--- src/rtl/mer_stats_accum.sv ---
// mer_stats_accum
//   Windowed statistics for the MER test harness. Over windows of N = 2**LOG2_N
//   symbols it averages |decision_var| (fed back to the slicer as ref_level) and
//   error^2 (err_power, Q1.17, to the MER readout), and counts mis-decided
//   symbols. Windows are aligned to the LFSR clear_accum strobe.
//
//   Build option: define MER_SYM_ERR_COUNT_EN to implement the symbol-error
//   counter. Without it there is no err_cnt register, sym_err_count reads 0 and
//   sym_error is ignored.
//
// Ports
//   clk            in   system clock
//   reset          in   asynchronous, active-high reset
//   sym_clk_en     in   symbol-rate enable; state advances only when high
//   clear_accum    in   window-align strobe, sampled with sym_clk_en
//   decision_var   in   signed Q1.17 slicer input
//   error          in   signed Q1.17 slicer error
//   sym_error      in   1 = current symbol mis-decided
//   ref_level      out  mean |decision_var| of the last complete window
//   err_power      out  mean error^2 (unsigned Q1.17) of the last complete window
//   sym_err_count  out  symbol errors in the last complete window
//   stats_valid    out  one-clk pulse when the outputs update
module mer_stats_accum #(
  parameter int unsigned        LOG2_N   = 4,
  parameter logic signed [17:0] REF_INIT = 18'sd87381
) (
  input  logic               clk,
  input  logic               reset,
  input  logic               sym_clk_en,
  input  logic               clear_accum,
  input  logic signed [17:0] decision_var,
  input  logic signed [17:0] error,
  input  logic               sym_error,
  output logic signed [17:0] ref_level,
  output logic [17:0]        err_power,
  output logic [LOG2_N:0]    sym_err_count,
  output logic               stats_valid
);

  localparam int unsigned        AccW    = 18 + LOG2_N;
  localparam logic [LOG2_N-1:0]  LastSym = '1;
  localparam logic [LOG2_N-1:0]  CntOne  = {{(LOG2_N-1){1'b0}}, 1'b1};

  typedef enum logic [1:0] {StIdle, StAccum, StDump} state_e;

  state_e            state_q;
  logic [AccW-1:0]   sum_abs_q;
  logic [AccW-1:0]   sum_sq_q;
  logic [LOG2_N-1:0] sym_cnt_q;

  // Per-symbol contributions. |-131072| = 131072 still fits as 18-bit unsigned.
  logic [17:0]        abs_dv;
  logic signed [35:0] err_sq_full;
  logic [17:0]        err_sq;
  logic [AccW-1:0]    abs_ext;
  logic [AccW-1:0]    sq_ext;

  assign abs_dv      = decision_var[17] ? $unsigned(-decision_var) : $unsigned(decision_var);
  assign err_sq_full = 36'(error) * 36'(error);
  // Square is non-negative and at most 2^34, so bit 35 is always 0.
  assign err_sq      = err_sq_full[34:17];
  assign abs_ext     = {{LOG2_N{1'b0}}, abs_dv};
  assign sq_ext      = {{LOG2_N{1'b0}}, err_sq};

  logic unused_sq_bits;
  assign unused_sq_bits = ^{err_sq_full[35], err_sq_full[16:0]};

  // Symbol-level strobes shared by the FSM and the optional error counter.
  //   acc_fresh : this symbol starts a new window (sums reload from it)
  //   acc_add   : this symbol is added to the running window
  //   win_close : the added symbol is the last of the window
  // A clear on the window-closing symbol does not restart: the window completes
  // and DUMP clears, so the symbol is counted exactly once.
  logic acc_fresh;
  logic acc_add;
  logic win_close;

  always_comb begin
    acc_fresh = 1'b0;
    acc_add   = 1'b0;
    if (sym_clk_en && clear_accum) begin
      if (state_q == StIdle) begin
        acc_fresh = 1'b1;
      end else if (state_q == StAccum && sym_cnt_q != LastSym) begin
        acc_fresh = 1'b1;
      end
    end
    if (sym_clk_en && state_q == StAccum && !acc_fresh) begin
      acc_add = 1'b1;
    end
    win_close = acc_add && (sym_cnt_q == LastSym);
  end

  always_ff @(posedge clk or posedge reset) begin
    if (reset) begin
      state_q     <= StIdle;
      sum_abs_q   <= '0;
      sum_sq_q    <= '0;
      sym_cnt_q   <= '0;
      ref_level   <= REF_INIT;
      err_power   <= '0;
      stats_valid <= 1'b0;
    end else begin
      stats_valid <= 1'b0;
      unique case (state_q)
        StIdle: begin
          if (acc_fresh) begin
            sum_abs_q <= abs_ext;
            sum_sq_q  <= sq_ext;
            sym_cnt_q <= CntOne;
            state_q   <= StAccum;
          end
        end
        StAccum: begin
          if (acc_fresh) begin
            sum_abs_q <= abs_ext;
            sum_sq_q  <= sq_ext;
            sym_cnt_q <= CntOne;
          end else if (acc_add) begin
            sum_abs_q <= sum_abs_q + abs_ext;
            sum_sq_q  <= sum_sq_q + sq_ext;
            if (win_close) begin
              state_q <= StDump;
            end else begin
              sym_cnt_q <= sym_cnt_q + CntOne;
            end
          end
        end
        StDump: begin
          // Mean = sum / N, truncating. Any enable seen here is dropped.
          ref_level   <= sum_abs_q[LOG2_N +: 18];
          err_power   <= sum_sq_q[LOG2_N +: 18];
          stats_valid <= 1'b1;
          sum_abs_q   <= '0;
          sum_sq_q    <= '0;
          sym_cnt_q   <= '0;
          state_q     <= StAccum;
        end
        default: begin
          state_q <= StIdle;
        end
      endcase
    end
  end

`ifdef MER_SYM_ERR_COUNT_EN
  logic [LOG2_N:0] err_cnt_q;
  logic [LOG2_N:0] err_inc;

  assign err_inc = {{LOG2_N{1'b0}}, sym_error};

  always_ff @(posedge clk or posedge reset) begin
    if (reset) begin
      err_cnt_q     <= '0;
      sym_err_count <= '0;
    end else if (acc_fresh) begin
      err_cnt_q <= err_inc;
    end else if (acc_add) begin
      err_cnt_q <= err_cnt_q + err_inc;
    end else if (state_q == StDump) begin
      sym_err_count <= err_cnt_q;
      err_cnt_q     <= '0;
    end
  end
`else
  logic unused_sym_error;
  assign unused_sym_error = sym_error;
  assign sym_err_count    = '0;
`endif

endmodule
--- config.mk ---
export PLATFORM = sky130hd
export DESIGN_NAME = mer_stats_accum
export DESIGN_NICKNAME = d
export VERILOG_FILES = /design/src/rtl/mer_stats_accum.sv
export SDC_FILE = /design/constraint.sdc
export NUM_CORES = 1
export LEC_CHECK = 0
export BUFFER_PORTS_ARGS = -buffer_cell sky130_fd_sc_hd__buf_2
export CORE_MARGIN = 2
export CORE_UTILIZATION = 30
export CTS_CLUSTER_SIZE = 16
export DETAILED_ROUTE_END_ITERATION = 7
export GPL_TIMING_DRIVEN = 0
export SETUP_SLACK_MARGIN = 0.15
export SYNTH_ARGS = -nofsm -noshare
export SYNTH_HDL_FRONTEND = slang
export SYNTH_SLANG_ARGS = --single-unit
--- constraint.sdc ---
create_clock -name clk -period 3.42 [get_ports clk]
set_clock_uncertainty 0.1 [all_clocks]
set_input_delay 0.684 -clock clk [delete_from_list [all_inputs] [get_ports clk]]
set_output_delay 0.684 -clock clk [all_outputs]
set_load 0.05 [all_outputs]
# Word level (Yosys, flattened, before mapping)
# Index checks and enable logic that the tools add are counted.
[totals]
in_bits = 41
word_cells = 57
regBits = 87
[op_classes]
reduce_logical = 11
eq_ne = 10
n_mux = 24
multipliers = 1
n_addsub = 4
[ops]
columns = ["cell", "n"]
rows = [
  ["$mux 22", 6],
  ["$pmux 22 s3", 2],
  ["$add 22x18->22", 2],
  ["$mul 18x18->35", 1],
  ["$mux 18", 1],
  ["$neg 18->18", 1],
  ["$mux 4", 4],
  ["$pmux 4 s3", 1],
  ["$mux 2", 4],
  ["$ne 2x2->1 const B", 4],
  ["$reduce_and 4->1", 2],
  ["$ne 3x3->1 const B", 2],
  ["$pmux 2 s3", 1],
  ["$logic_and 1x1->1", 5],
  ["$mux 1", 5],
  ["$add 4x1->4 const B", 1],
  ["$eq 4x4->1 const B", 1],
  ["$ne 4x4->1 const B", 1],
  ["$reduce_and 3->1", 1],
  ["$reduce_bool 3->1", 1],
  ["$eq 2x1->1 const B", 1],
  ["$eq 2x2->1 const B", 1],
  ["$logic_not 2->1", 1],
  ["$logic_not 1->1", 1],
]

# Longest topological paths before layout
[depth]
depth_word = 13
mapped_depth = 34
depth_no_buf = 33

# Worst setup path after synthesis
# OpenSTA, ideal clock, no wires.
[synth_path]
path_kind = "in2reg"
startpoint = "input port error[6]"
endpoint = "register sum_sq_q[15]"
t_arrival_ns = 7.857
n_path_buf = 2
setup_slack_ns = -4.663
stages = 30
setup_time_ns = 0.126
t_required_ns = 3.194
cell_sequence = "clkbuf_1 -> clkbuf_1 -> nand2_1 -> fa_1 -> fa_1 -> fa_1 -> fa_1 -> inv_1 -> fa_1 -> inv_1 -> fa_1 -> inv_1 -> ha_1 -> a211oi_1 -> nand2_1 -> nor3_1 -> a21oi_1 -> a221oi_2 -> o21ai_0 -> a21oi_1 -> xnor2_1 -> ha_1 -> o21a_1 -> a21oi_1 -> a2bb2oi_1 -> o311ai_0 -> a21oi_1 -> xor2_1 -> nor2_1 -> a221o_1"
[synth_via]
elab_chain_cells = 5
[synth_rtl]
columns = ["item", "line", "source"]
rows = [
  ["start: declaration", "32", "input logic signed [17:0] error,"],
  ["$mul 18x18->35 (*)", "59", "assign err_sq_full = 36'(error) * 36'(error);"],
  ["$add 22x18->22", "121", "sum_sq_q <= sum_sq_q + sq_ext;"],
  ["$mux 22", "119", "end else if (acc_add) begin"],
  ["$mux 22", "115", "if (acc_fresh) begin"],
  ["$pmux 22 s3 (*)", "105", "unique case (state_q)"],
  ["end signal: assignment", "109", "sum_sq_q <= sq_ext;"],
  ["end signal: assignment", "117", "sum_sq_q <= sq_ext;"],
  ["end signal: assignment", "121", ""],
  ["end: declaration", "48", "logic [AccW-1:0] sum_sq_q;"],
]
# Every way passes the cells marked *; elsewhere a longest branch is shown, timed or not. The select of a mux whose other input is x is not followed.
# A chain may end at the register's enable or synchronous reset.

# Worst setup path in the final report
[layout_path]
startpoint = "input port error[3]"
endpoint = "register sum_sq_q[17]"
# Same word-level chain as after synthesis.

==> impl_results.md <==
- Outcome: complete, but fails checks
- Failing checks: setup timing
- CTS tree: yes
- GP Congestion: 0.860
- Vias: 12300
- Num rows: 84
- Critical path startpoint category: input port
- DP Wirelength: about 33000 µm
- Pre-antenna DRT Iters: 5
- RSZ-0062 raised after global routing: yes
- CTS H-tree depth: 3
- Max-slew headroom: between 30 and 40%
- Final setup fails: 32
- Crit. End Element: register
- Worst setup margin: -4.19 ns
- Critical path class: in2reg
- Total CTS buffers: 9
- Slowest-stage cell, CP: fa_1
- Library cells used by synthesis: 65
- Min-Delay Path Class: in2async
- CP most frequent cell: fa_1
- Placed cells: around 2500
- Cell accounting for the most synthesized area: fa_1
- Arrival time at the worst endpoint: 7.70 ns
- Input/output buffers: 70
- Drt wl/cell: 16.0 µm
- Clock Sinks: 87
- Clock-pin slew on the worst setup and hold paths: 0.06 ns
- Most frequent cell after synthesis: inv_1
- Die Ht: 235 µm
- First-pass GRT wire length: 70200 µm
- Final min period: 7.61 ns
- Fin Setup TNS: -87.10 ns
- Number of global-route vias before repair: 13600
- Core footprint: 52600 µm²
- Fillers: 5195
- Syn Std Cell Area: about 16000 µm²
- Synth top area share: 36.9%
- Cells after Synth: 1726
- Layout Cells excl Fill: 2608
- Mapped Avg Cell Area: about 9 µm²
- Area grow syn2layout: 26.5%
- DIE AREA: 55100 µm²
- Place WS: -5.28 ns
- Post-synthesis sequential area ratio: 13.7%
- Worst Tran Pin Value: roughly 0.94 ns
- DR DRC count: 0
- Boundary Pins: 83
- DRT Wirelength: 41800 µm
- EDFF count, synth: 0
- Layout Nets: 2389
- CP max stage delay: approximately 0.5 ns
- Cells taking the most area after synthesis: fa_1 37%, dfrtp_1 12%, ha_1 11%
- Post-layout utilization of the core: slightly below 40%
- Vias per std cell: 4.72
- Async set or reset register ratio after synthesis: 100%
- Post-DRT Antenna Nets: 0
- Ys Warns: 0
- Req. time, crit path: roughly 3.5 ns
- DR iter-0 viols: 694
- Max clock buf depth: 2
- Total of max-cap violations: 0
- Clk root buf: clkbuf_16
- Post-synth top cells: 425 x inv_1, 294 x fa_1, 166 x nand2_1
- Max Freq: 131 MHz
- Maximum fanout count along the critical path: 6
- Clock Latency Late Sink: 0.36 ns
- Grt ovf: 0
- Yosys reg bits: 87
- Initial Util: 30.4%
- N_diodes: 0
- Largest net degree at the start of global routing: 46
- Chip Width: 235 µm
- Share of cells above drive strength 1: about a quarter
- Final Hold Vio Count: 0
- Period utilisation layout: 223%
- Initial antenna violation count: 0
- Top_reg_cell synth: dfrtp_1
- Gr usage total: 15.6%
- Pins Over Slew Limit: 0
-- state kept, by name (all words and copies together), names as in the netlist --
register	cells
sym_cnt_q	4
sum_abs_q	22
ref_level	18
err_power	18
sum_sq_q	22
state_q	2
stats_valid	1
-- critical path: cells and delay by family --
family          cells  cell delay [ns]
simple gates        6             0.83
buf+inv             8             0.71
compound gates      8             1.86
xor+xnor            1             0.12
fa+ha+maj           8             3.46
-- final timing paths --
check | from | endpoint | slack, ns | cells past startpoint
setup / recovery | error[3] | sum_sq_q[17]$_DFFE_PP0P_ | -4.19 | 31
hold / removal | reset | err_power[11]$_DFFE_PP0P_ | 0.30 | 2
setup reg to reg | state_q[0]$_DFFE_PP0P_ | sum_sq_q[13]$_DFFE_PP0P_ | -0.32 | 12
hold reg to reg | sum_sq_q[0]$_DFFE_PP0P_ | sum_sq_q[0]$_DFFE_PP0P_ | 0.39 | 2
max in group asynchronous | reset | ref_level[14]$_DFFE_PP1P_ | 2.21 | 3
min in group clk | sum_sq_q[0]$_DFFE_PP0P_ | sum_sq_q[0]$_DFFE_PP0P_ | 0.39 | 2
-- cells by family after synthesis --
group                      Yosys count  synth area share, %
muxes                               42                 2.92
and+or+nand+nor                    382                 11.0
buffers and inverters              485                 11.5
xor gates and xnor gates            69                 3.79
other                                1               0.0235
AOI/OAI and AO/OA                  227                 9.24
adders and majority gates          433                 47.8
DFF                                 87                 13.7
-- cell type report --
| class | count | area, µm² | share of cell area [%] |
|---|---|---|---|
| Clock buffer | 10 | 239 | 1.18 |
| Clock inverter | 6 | 46.3 | 0.229 |
| Buffer | 60 | 744 | 3.69 |
| Multi-Input combinational cell | 1158 | 13200 | 65.4 |
| Sequential cell | 87 | 2190 | 10.8 |
| Tap cell | 688 | 861 | 4.26 |
| Inverter | 425 | 1610 | 7.97 |
| Timing Repair Buffer | 174 | 1290 | 6.41 |
-- per-layer routing --
metal,share of wire [%],global-route usage (%)
met3,4.3,1.87
met1,43,20.5
met2,50,27.5
met5,0,0
met4,1.9,3.68
-- cell usage in the layout (no fill, tap or decap), drive strengths merged, types with 50 or more instances in the layout --
cell	netlist	layout
nor2	76	76
ha	139	139
a21oi	50	50
inv	425	422
fa	294	294
dfrtp	78	78
o21ai	71	71
nand2	166	166
buf	7	184
clkbuf	53	60
-- stage by stage --
step                area, µm²  hold slack (ns)
CTS                     19500            0.321
global route            20200            0.354
global placement        17700            0.370
detailed placement      17800            0.380
floorplan               16500            0.354
finish                  20200            0.304
-- what timing repair did --
action / 4_1_cts / 5_1_grt
gates cloned: 1 / 0
setup buffers: 76 / 26
setup endpoints to repair: 38 / 38
hold buffers: 0 / 0
pin swaps: 82 / 75
gates resized for setup: 173 / 98
Power is left out: the tool's default activity adds up to more than one toggle a clock period on the data nets, which glitch-free logic cannot reach.
